**src/rtl/student_iic_master_seq.sv**
```systemverilog
// Byte-level I2C master sequencer: START/STOP/WRITE/READ commands
// turned into open-drain SDA/SCL timing built from quarter-bit ticks.
module student_iic_master_seq #(
    parameter int CLK_DIV = 125
) (
    input  logic       clk_i,
    input  logic       rst_ni,
    input  logic       cmd_valid_i,
    output logic       cmd_ready_o,
    input  logic [1:0] cmd_i,
    input  logic [7:0] wdata_i,
    input  logic       rd_nack_i,
    output logic       rsp_valid_o,
    output logic [7:0] rdata_o,
    output logic       ack_o,
    output logic       err_o,
    output logic       busy_o,
    output logic       sda_oe_o,
    output logic       scl_oe_o,
    input  logic       sda_i,
    input  logic       scl_i
);

    localparam int CW = (CLK_DIV > 1) ? $clog2(CLK_DIV) : 1;
    localparam logic [CW-1:0] LAST = CW'(CLK_DIV - 1);

    localparam logic [1:0] CMD_START = 2'd0;
    localparam logic [1:0] CMD_STOP  = 2'd1;
    localparam logic [1:0] CMD_READ  = 2'd3;

    typedef enum logic [2:0] {
        S_IDLE,
        S_START,
        S_BIT,
        S_STOP,
        S_RESP
    } state_t;

    state_t state, state_n;

    logic [CW-1:0] cnt;
    logic [1:0]    qtr;
    logic [3:0]    idx;
    logic          is_read;
    logic [7:0]    wbyte;
    logic          nack;
    logic [7:0]    shreg;
    logic [7:0]    rdata;
    logic          ack;
    logic          err;
    logic          owned;

    logic accept;
    logic active;
    logic hold;
    logic tick;
    logic last_q;
    logic bitval;
    logic arb_lost;

    assign accept = cmd_valid_i && (state == S_IDLE);
    assign active = (state == S_START) || (state == S_BIT) || (state == S_STOP);
    // Q1 is the wait-high quarter: a slave holding SCL low freezes the count
    assign hold   = (qtr == 2'd1) && !scl_i;
    assign tick   = active && !hold && (cnt == LAST);
    assign last_q = tick && (qtr == 2'd3);

    always_comb begin
        bitval = 1'b1;
        if (idx[3]) begin
            bitval = is_read ? nack : 1'b1;
        end else if (!is_read) begin
            bitval = wbyte[7];
        end
    end

    assign arb_lost = (state == S_BIT) && tick && (qtr == 2'd2) &&
                      !is_read && !idx[3] && wbyte[7] && !sda_i;

    always_ff @(posedge clk_i or negedge rst_ni) begin
        if (!rst_ni) begin
            state <= S_IDLE;
        end else begin
            state <= state_n;
        end
    end

    always_comb begin
        state_n  = state;
        sda_oe_o = 1'b0;
        scl_oe_o = owned;
        unique case (state)
            S_IDLE: begin
                if (accept) begin
                    if (cmd_i == CMD_START) begin
                        state_n = S_START;
                    end else if (!owned) begin
                        state_n = S_RESP;
                    end else if (cmd_i == CMD_STOP) begin
                        state_n = S_STOP;
                    end else begin
                        state_n = S_BIT;
                    end
                end
            end
            S_START: begin
                sda_oe_o = qtr[1];
                scl_oe_o = (qtr == 2'd0) ? owned : (qtr == 2'd3);
                if (last_q) begin
                    state_n = S_RESP;
                end
            end
            S_BIT: begin
                sda_oe_o = ~bitval;
                scl_oe_o = (qtr == 2'd0) || (qtr == 2'd3);
                if (arb_lost) begin
                    state_n = S_RESP;
                end else if (last_q && (idx == 4'd8)) begin
                    state_n = S_RESP;
                end
            end
            S_STOP: begin
                sda_oe_o = ~qtr[1];
                scl_oe_o = (qtr == 2'd0);
                if (last_q) begin
                    state_n = S_RESP;
                end
            end
            S_RESP: begin
                state_n = S_IDLE;
            end
            default: begin
                state_n = S_IDLE;
            end
        endcase
    end

    always_ff @(posedge clk_i or negedge rst_ni) begin
        if (!rst_ni) begin
            cnt     <= '0;
            qtr     <= 2'd0;
            idx     <= 4'd0;
            is_read <= 1'b0;
            wbyte   <= 8'h00;
            nack    <= 1'b0;
            shreg   <= 8'h00;
            rdata   <= 8'h00;
            ack     <= 1'b0;
            err     <= 1'b0;
            owned   <= 1'b0;
        end else if (accept) begin
            cnt     <= '0;
            qtr     <= 2'd0;
            idx     <= 4'd0;
            is_read <= (cmd_i == CMD_READ);
            wbyte   <= wdata_i;
            nack    <= rd_nack_i;
            ack     <= 1'b0;
            err     <= (cmd_i != CMD_START) && !owned;
        end else if (active) begin
            if (hold || (cnt == LAST)) begin
                cnt <= '0;
            end else begin
                cnt <= cnt + CW'(1);
            end
            if (tick) begin
                qtr <= qtr + 2'd1;
            end
            if (tick && (qtr == 2'd2) && (state == S_BIT)) begin
                if (!idx[3]) begin
                    shreg <= {shreg[6:0], sda_i};
                end else if (is_read) begin
                    rdata <= shreg;
                end else begin
                    ack <= ~sda_i;
                end
            end
            if (last_q && (state == S_BIT)) begin
                idx   <= idx + 4'd1;
                wbyte <= {wbyte[6:0], 1'b0};
            end
            if (last_q && (state == S_START)) begin
                owned <= 1'b1;
            end
            if (last_q && (state == S_STOP)) begin
                owned <= 1'b0;
            end
            if (arb_lost) begin
                owned <= 1'b0;
                err   <= 1'b1;
                ack   <= 1'b0;
            end
        end
    end

    assign cmd_ready_o = (state == S_IDLE);
    assign rsp_valid_o = (state == S_RESP);
    assign rdata_o     = rdata;
    assign ack_o       = ack;
    assign err_o       = err;
    assign busy_o      = owned;

endmodule

```
**config.mk**
```make
export PLATFORM = sky130hd
export DESIGN_NAME = student_iic_master_seq
export DESIGN_NICKNAME = d
export VERILOG_FILES = /design/src/rtl/student_iic_master_seq.sv
export SDC_FILE = /design/constraint.sdc
export NUM_CORES = 1
export LEC_CHECK = 0
export BUFFER_PORTS_ARGS = -buffer_cell sky130_fd_sc_hd__buf_2
export CORE_ASPECT_RATIO = 1.2
export CORE_UTILIZATION = 40
export CTS_CLUSTER_DIAMETER = 150
export DETAILED_ROUTE_END_ITERATION = 7
export PLACE_DENSITY_LB_ADDON = 0.05
export SYNTH_ARGS = -nofsm -noshare
export SYNTH_HDL_FRONTEND = slang
export SYNTH_SLANG_ARGS = --single-unit
```
**constraint.sdc**
```tcl
create_clock -name clk_i -period 4.5 [get_ports clk_i]
set_input_delay 0.9 -clock clk_i [delete_from_list [all_inputs] [get_ports clk_i]]
set_output_delay 0.9 -clock clk_i [all_outputs]
set_load 0.01 [all_outputs]
```
Word-level counts from Yosys, hierarchy flattened
Cells that the tools add are included.
- reductions and logical operators: 48
- multiplexer cells: 38
- $add $sub $neg: 3
- eq/ne operators: 15
- bitwise gates (word level): 5
- operators with widths (operator ; number):
    2-to-1 mux 8 bit ; 3
    2-to-1 mux 7 bit ; 3
    logical AND 1 bit ; 18
    2-to-1 mux 3 bit ; 6
    2-to-1 mux 1 bit ; 17
    2-to-1 mux 4 bit ; 3
    nonzero test 2 bit ; 5
    case mux 3 bit (3 select lines) ; 1
    nonzero test 3 bit ; 3
    AND reduction 4 bit ; 2
    adder 7 x 1 -> 7 bit (second input constant) ; 1
    == test 7 bit (second input constant) ; 1
    == test 2 bit (second input constant) ; 3
    == test 3 x 2 -> 1 bit (second input constant) ; 2
    zero test 1 bit ; 6
    2-to-1 mux 2 bit ; 3
    case mux 1 bit (3 select lines) ; 2
    AND reduction 2 bit ; 3
    AND reduction 3 bit ; 2
    NOT 1 bit ; 5
    AND reduction 5 bit ; 1
    adder 4 x 1 -> 4 bit (second input constant) ; 1
    == test 2 x 1 -> 1 bit (second input constant) ; 2
    == test 4 bit (second input constant) ; 1
    other kinds (10) ; 15
- word-level logic and storage cells: 121
- register bits after elaboration: 45
- input bits: 16
- output and inout port bits: 15

Logic depth before layout (Yosys ltp)
Gate-level depths: netlist (run 1).
- word-level depth: 14
- gate-level depth with buffers: 8
- depth with buffers taken out: 6

Least setup slack after synthesis (run 1)
OpenSTA, ideal clock, no wires.
- path kind: register -> output
- start point: register idx[3]
- end point: output sda_oe_o
- data required time: 3600 ps
- buffers on the path: 1
- cell stages (with the launch flop): 6
- arrival: 1314 ps
- setup slack: 2286 ps
- cells stage by stage: dfrtp_1 buf_6 or3_2 o21ai_0 nand3b_1 a21oi_1
- cells in the longest elaborated chain, start to end: 3
- ends and longest elaborated chain (element ; line ; source):
    from (decl) ; 43 ; logic [3:0] idx;
    from (signal assigned) ; 179 ; idx <= idx + 4'd1;
    2-to-1 mux 1 bit ; 70 ; if (idx[3]) begin
    NOT 1 bit ; 114 ; sda_oe_o = ~bitval;
    case mux 1 bit (3 select lines) ; 92 ; unique case (state)
    to (decl) ; 18 ; output logic sda_oe_o,
No other way between the ends.

Worst setup path in the final report (run 1)
Ends and elaborated chain as after synthesis.

==> results of run 1 <==
area by class of cell:
cell class                      instances  area (µm²)  area share
Timing Repair Buffer                   30       150.1     0.05660
Inverter                               10       37.54     0.01415
Sequential cell                        45        1126      0.4245
Multi-Input combinational cell        166        1145      0.4316
Clock buffer                            5       68.82     0.02594
Tap cell                               80       100.1     0.03774
Clock inverter                          3       25.02    0.009434
layer usage:
layer,GRT usage,share of wire,vias to the layer above,routed length (µm)
met5,0,0,-,0
met4,0.05882,0.015,0,72
li1,-,-,869,-
met3,0.03525,0.028,7,129
met1,0.2267,0.48,812,2247
met2,0.2778,0.48,28,2226
state kept, by name (all words and copies together) (netlist names):
name,count
ack_o,1
busy_o,1
cnt,7
err_o,1
idx,4
is_read,1
nack,1
qtr,2
rdata_o,8
shreg,8
state,3
wbyte,8
layout by cell type (no fill, tap or decap), types with 3 or more instances in the layout:
| cell | synthesis | routed |
|---|---|---|
| nor2_1 | 11 | 11 |
| nand4_1 | 3 | 3 |
| inv_1 | 10 | 10 |
| mux2i_1 | 3 | 3 |
| o21ai_0 | 9 | 9 |
| a21oi_1 | 11 | 11 |
| nand2_1 | 32 | 32 |
| o211ai_1 | 6 | 6 |
| clkbuf_8 | 0 | 5 |
| a31oi_1 | 4 | 4 |
| buf_2 | 4 | 30 |
| nand3_1 | 12 | 12 |
| dfrtp_1 | 45 | 45 |
| ha_1 | 8 | 8 |
| nand2b_1 | 6 | 6 |
| mux2_2 | 16 | 16 |
| nor3b_1 | 4 | 4 |
| xnor2_1 | 3 | 3 |
| nor2b_1 | 3 | 3 |
report_power, final:
part	leakage (nW)	total [mW]	internal [mW]	switching, mW
clock network	0.0447	0.266	0.112	0.154
logic	0.596	0.273	0.112	0.161
registers	0.604	0.547	0.470	0.0762
worst paths after layout:
kind | slack, ns | depth (start not counted) | endpoint
worst max-delay path | 1.80 | 5 | sda_oe_o
worst min-delay path | 0.51 | 1 | rdata_o[7]
worst max register to register | 1.93 | 4 | idx[3]
worst min register to register | 0.51 | 1 | rdata_o[7]
max in group asynchronous | 3.13 | 1 | state[0]
min in group asynchronous | 0.75 | 1 | state[2]
cell families (layout without fill, tap and decap cells):
logic type                 after synthesis  after routing  share of synthesized area
buffers and inverters                   20             48                    0.03714
AOI/OAI and AO/OA                       43             43                     0.1257
DFF                                     45             45                     0.4775
adders and majority gates                8              8                    0.04244
and+or+nand+nor                         91             91                     0.2096
muxes                                   19             19                    0.08912
xor gates and xnor gates                 5              5                    0.01857
worst register-to-register path: cells and delay by family (launching register included):
| kind | cells | cell delay (ns) |
|---|---|---|
| AOI/OAI and AO/OA | 1 | 0.14 |
| DFF | 1 | 0.63 |
| and+or+nand+nor | 3 | 1.73 |
through the flow:
stage / instance area, µm² / setup WS [ns]
after detailed placement: 2559 / 1.761
after global placement: 2559 / 1.774
after floorplan: 2359 / 2.286
after global routing: 2653 / 1.645
after CTS: 2653 / 1.774
final: 2653 / 1.802
==> impl_metrics.env, run 1 <==
export IMPL_total_power_mw=1.086
export IMPL_detail_route_iter0_violations=81
export IMPL_synthTopCellsByCount="45 x dfrtp_1, 32 x nand2_1, 16 x mux2_2"
export IMPL_hold_slack_ns=0.5056
export IMPL_outcome="complete, no violations"
export IMPL_yosysSeqAreaShare=0.4775
export IMPL_hold_buffers=0
export IMPL_cts_resized=0
export IMPL_start_util=0.4161
export IMPL_drive_above_1_share=0.2625
export IMPL_detail_route_antenna_nets=0
export IMPL_syn_inst=231
export IMPL_rows=30
export IMPL_io_buffers=30
export IMPL_drv_slew=0
export IMPL_final_setup_tns_ns=0
export IMPL_grt_overflow=0
export IMPL_first_global_vias=1652
export IMPL_slowest_stage="or3_2"
export IMPL_critPathTopFamily="simple AND/OR/NAND/NOR gates"
export IMPL_worst_pin_slew_ns=0.9977
export IMPL_grt_pass1_wl_um=8155
export IMPL_cts_setup_buffers=0
export IMPL_cap_viol_max_count=0
export IMPL_post_place_cells=331
export IMPL_design_die_area_um2=6208
export IMPL_ys_top_cells_by_area="dfrtp_1 48%, mux2_2 7.6%, nand2_1 5.1%, ha_1 4.2%, nand3_1 2.5%"
export IMPL_crit_chain="or3_2 > o21ai_0 > nand3b_1 > a21oi_1 > buf_2"
export IMPL_avgSynthCellArea_um2=10.21
export IMPL_hpwlAfterDp_um=3209
export IMPL_yosysTopAreaCell="dfrtp_1"
export IMPL_synth_edf_count=0
export IMPL_crit_buf_inv=1
export IMPL_finalClockSkew_ns=0.01026
export IMPL_io_pins=31
export IMPL_fp_dieW_um=72.10
export IMPL_powerDensity_nw_per_um2=409.4
export IMPL_finalNonFillerCells=339
export IMPL_clockBufferDepth=2
export IMPL_regToRegStartpoint="state[1]"
export IMPL_p_leak_nw=1.245
export IMPL_synth_top_area_frac=0.4775
export IMPL_fin_crit_sh=0.5995
export IMPL_critPathLaunch="idx[3]"
export IMPL_crit_path_start_kind="flip-flop"
export IMPL_arrival_ns=1.80
export IMPL_rsz0062_at_grt="no"
export IMPL_cts_tree="yes"
export IMPL_via_per_inst=5.062
export IMPL_ys_warnings_count=0
export IMPL_root_buffer="clkbuf_8"
export IMPL_synth_seq_cells=45
export IMPL_ir_drop_mv=0.2043
export IMPL_max_stage_delay_ns=0.49
export IMPL_async_reset_ff_frac=1.000
export IMPL_antennaDiodeCount=0
export IMPL_fin_util=0.4680
export IMPL_fmax_mhz=370.7
export IMPL_finalHoldViolCount=0
export IMPL_grt_use_total=0.1715
export IMPL_cts_clk_slew_worst_paths_ns=0.10
export IMPL_synth_area_um2=2359
export IMPL_min_path_type="reg2reg"
export IMPL_worst_setup_path_end_kind="primary output"
export IMPL_ys_flop_type="dfrtp_1"
export IMPL_vias=1716
export IMPL_critPathMaxFanout=8
export IMPL_maxSlewHeadroom=0.3349
export IMPL_clkSinkCount=45
export IMPL_synthToLayoutAreaGrowth_pct=12.47
export IMPL_nets=282
export IMPL_setup_violations=0
export IMPL_core_area_um2=5668
export IMPL_cts_made_buffers=5
export IMPL_min_from="shreg[7]"
export IMPL_worstPathRequired_ns=3.60
export IMPL_htreeDepth=2
export IMPL_fillers=568
export IMPL_antenna_found_initial=0
export IMPL_yosysMostFrequentCell="dfrtp_1"
export IMPL_synth_nets=255
export IMPL_drc=0
export IMPL_drt_total_wl_um=4676
export IMPL_synthDistinctLibCells=47
export IMPL_first_pass_iters=4
export IMPL_place_gp_congestion=0.7657
export IMPL_die_y_um=86.12
export IMPL_crit_type="reg2out"
export IMPL_fin_crit_ns=2.698
export IMPL_wire_per_inst_um=13.79
export IMPL_clk_insertion_delay_late_ns=0.31
export IMPL_grt_max_degree=46
No activity file was read; power rests on OpenSTA's default activity.
==> run 2, diff against run 1 <==
--- a/config.mk
+++ b/config.mk
@@ -5,6 +5,7 @@
 export SDC_FILE = /design/constraint.sdc
 export NUM_CORES = 1
 export LEC_CHECK = 0
+export ABC_AREA = 1
 export BUFFER_PORTS_ARGS = -buffer_cell sky130_fd_sc_hd__buf_2
 export CORE_ASPECT_RATIO = 1.2
 export CORE_UTILIZATION = 40
==> constraint.sdc (replaced) <==
create_clock -name clk_i -period 2.59 [get_ports clk_i]
set_input_delay 0.518 -clock clk_i [delete_from_list [all_inputs] [get_ports clk_i]]
set_output_delay 0.518 -clock clk_i [all_outputs]
set_load 0.01 [all_outputs]
==> run 2 against run 1 <==
Combinational power rose to 2.8 times the previous value. Critical path type unchanged. Sequential share of layout area fell by 1.0 points. Hold slack got worse by 0.31 ns. Wire length rose by 1.0%. Design area rose by 2.5%. Non-clock buffer count rose by 4. Global-route usage fell by 0.69 points. Area after synthesis rose by 0.74%.
==> impl_metrics.env, run 2 <==
export IMPL_syn_inst=282
export IMPL_critPathMaxFanout=4
export IMPL_synth_nets=306
export IMPL_ys_warnings_count=0
export IMPL_clk_insertion_delay_late_ns=0.30
export IMPL_maxSlewHeadroom=0.6407
export IMPL_slowest_stage="dfrtp_1"
export IMPL_final_common_cell="nand2_1"
export IMPL_cts_setup_buffers=0
export IMPL_fin_util=0.4765
export IMPL_antennaDiodeCount=0
export IMPL_fin_crit_ns=2.060
export IMPL_max_stage_delay_ns=0.42
export IMPL_clockBufferDepth=2
export IMPL_worst_slack_ns=0.5301
export IMPL_vias=1894
export IMPL_fmax_mhz=485.5
export IMPL_async_reset_ff_frac=1.000
export IMPL_place_gp_congestion=0.7783
export IMPL_hold_slack_ns=0.1917
export IMPL_drt_total_wl_um=4725
export IMPL_yosysMostFrequentCell="nand2_1"
export IMPL_avgSynthCellArea_um2=8.426
export IMPL_cts_resized=0
export IMPL_yosysTopAreaCell="dfrtp_1"
export IMPL_worstPathRequired_ns=2.07
export IMPL_synth_area_um2=2376
export IMPL_synth_seq_cells=45
export IMPL_p_leak_nw=1.361
export IMPL_crit_path_start_kind="flip-flop"
export IMPL_synthTopCellsByCount="63 x nand2_1, 45 x dfrtp_1, 34 x inv_1"
export IMPL_finalClockSkew_ns=0.008065
export IMPL_hpwlAfterDp_um=3516
export IMPL_critPathTopFamily="flip-flops"
export IMPL_dp_slack_ns=0.7401
export IMPL_detail_route_antenna_nets=0
export IMPL_wire_per_inst_um=11.87
export IMPL_grt_pass1_wl_um=7928
export IMPL_rows=30
export IMPL_rsz0062_at_grt="no"
export IMPL_crit_buf_inv=3
export IMPL_synthToLayoutAreaGrowth_pct=14.43
export IMPL_finalNonFillerCells=398
export IMPL_synth_top_area_frac=0.4739
export IMPL_synthDistinctLibCells=30
export IMPL_fillers=606
export IMPL_die_y_um=86.43
export IMPL_drc=0
export IMPL_grt_max_degree=23
export IMPL_nets=341
export IMPL_drv_slew=0
export IMPL_ys_flop_type="dfrtp_1"
export IMPL_crit_type="reg2out"
export IMPL_detail_route_iter0_violations=57
export IMPL_first_global_vias=1696
export IMPL_hold_buffers=0
export IMPL_htreeDepth=2
export IMPL_cts_made_buffers=5
export IMPL_final_setup_tns_ns=0
export IMPL_arrival_ns=1.54
export IMPL_placed_cell_area_um2=2608
export IMPL_crit_chain="nor2_1 > inv_1 > nor2_1 > inv_1 > o211ai_1 > buf_2"
export IMPL_first_pass_iters=6
export IMPL_cap_viol_max_count=0
export IMPL_start_util=0.4164
export IMPL_io_pins=31
export IMPL_grt_use_total=0.1646
export IMPL_core_area_um2=5705
export IMPL_ys_top_cells_by_area="dfrtp_1 47%, nand2_1 10%, o21ai_2 5.5%, inv_1 5.4%, nand3_1 4.6%"
export IMPL_powerDensity_nw_per_um2=822.4
export IMPL_min_path_type="in2async"
export IMPL_root_buffer="clkbuf_8"
export IMPL_ir_drop_mv=0.3489
export IMPL_outcome="complete, no violations"
export IMPL_worst_pin_slew_ns=0.5389
export IMPL_cts_clk_slew_worst_paths_ns=0.09
export IMPL_worst_setup_path_end_kind="primary output"
export IMPL_io_buffers=30
export IMPL_design_die_area_um2=6253
export IMPL_grt_overflow=0
export IMPL_clkSinkCount=45
export IMPL_yosysSeqAreaShare=0.4739
export IMPL_via_per_inst=4.759
export IMPL_cts_tree="yes"
export IMPL_drive_above_1_share=0.2453
export IMPL_fp_dieW_um=72.36
export IMPL_post_place_cells=390
export IMPL_fin_crit_sh=0.7953
export IMPL_total_power_mw=2.236
export IMPL_finalHoldViolCount=0
export IMPL_synth_edf_count=0
export IMPL_design_area_um2=2719
export IMPL_final_cell_mix="63 x nand2_1, 45 x dfrtp_1, 34 x inv_1, 30 x buf_2, 22 x nand3_1"
export IMPL_setup_violations=0
export IMPL_antenna_found_initial=0
[run 2: cells by family (layout without fill, tap and decap cells)]
group / count (synthesis) / in the layout / share of synthesized area
AOI/OAI and AO/OA: 51 / 51 / 0.1453
xor gates and xnor gates: 2 / 2 / 0.007374
adders and majority gates: 8 / 8 / 0.04213
buffers and inverters: 50 / 86 / 0.09057
DFF: 45 / 45 / 0.4739
and+or+nand+nor: 126 / 126 / 0.2407
[run 2: area by class of cell]
cell class | count | area (µm²) | share of cell area
Inverter | 44 | 166.4 | 0.06121
Multi-Input combinational cell | 187 | 1035 | 0.3806
Clock inverter | 2 | 38.79 | 0.01427
Clock buffer | 6 | 72.57 | 0.02669
Timing Repair Buffer | 34 | 180.2 | 0.06627
Sequential cell | 45 | 1126 | 0.4142
Tap cell | 80 | 100.1 | 0.03682
[run 2: where the power goes]
part	leakage [nW]	switching, mW	internal [mW]
clock network	0.0554	0.250	0.290
registers	0.597	0.0828	0.840
logic	0.709	0.513	0.260
[run 2: path summary, 6_finish.rpt]
path | startpoint | endpoint | slack (ns) | cells after the start
worst min register to register | rdata_o[7] | rdata_o[7] | 0.48 | 2
worst min-delay path | rst_ni | busy_o | 0.19 | 1
worst max register to register | qtr[1] | shreg[5] | 0.77 | 10
min in group clk_i | rd_nack_i | nack | 0.42 | 3
max in group asynchronous | rst_ni | shreg[5] | 1.81 | 2
worst max-delay path | state[2] | sda_oe_o | 0.53 | 6
[run 2: layer usage]
layer,share of wire,vias up,GRT usage
met3,0.025,2,0.03488
met4,0.0066,0,0.05348
met5,0,-,0
met1,0.49,881,0.2177
li1,-,981,-
met2,0.47,30,0.2685
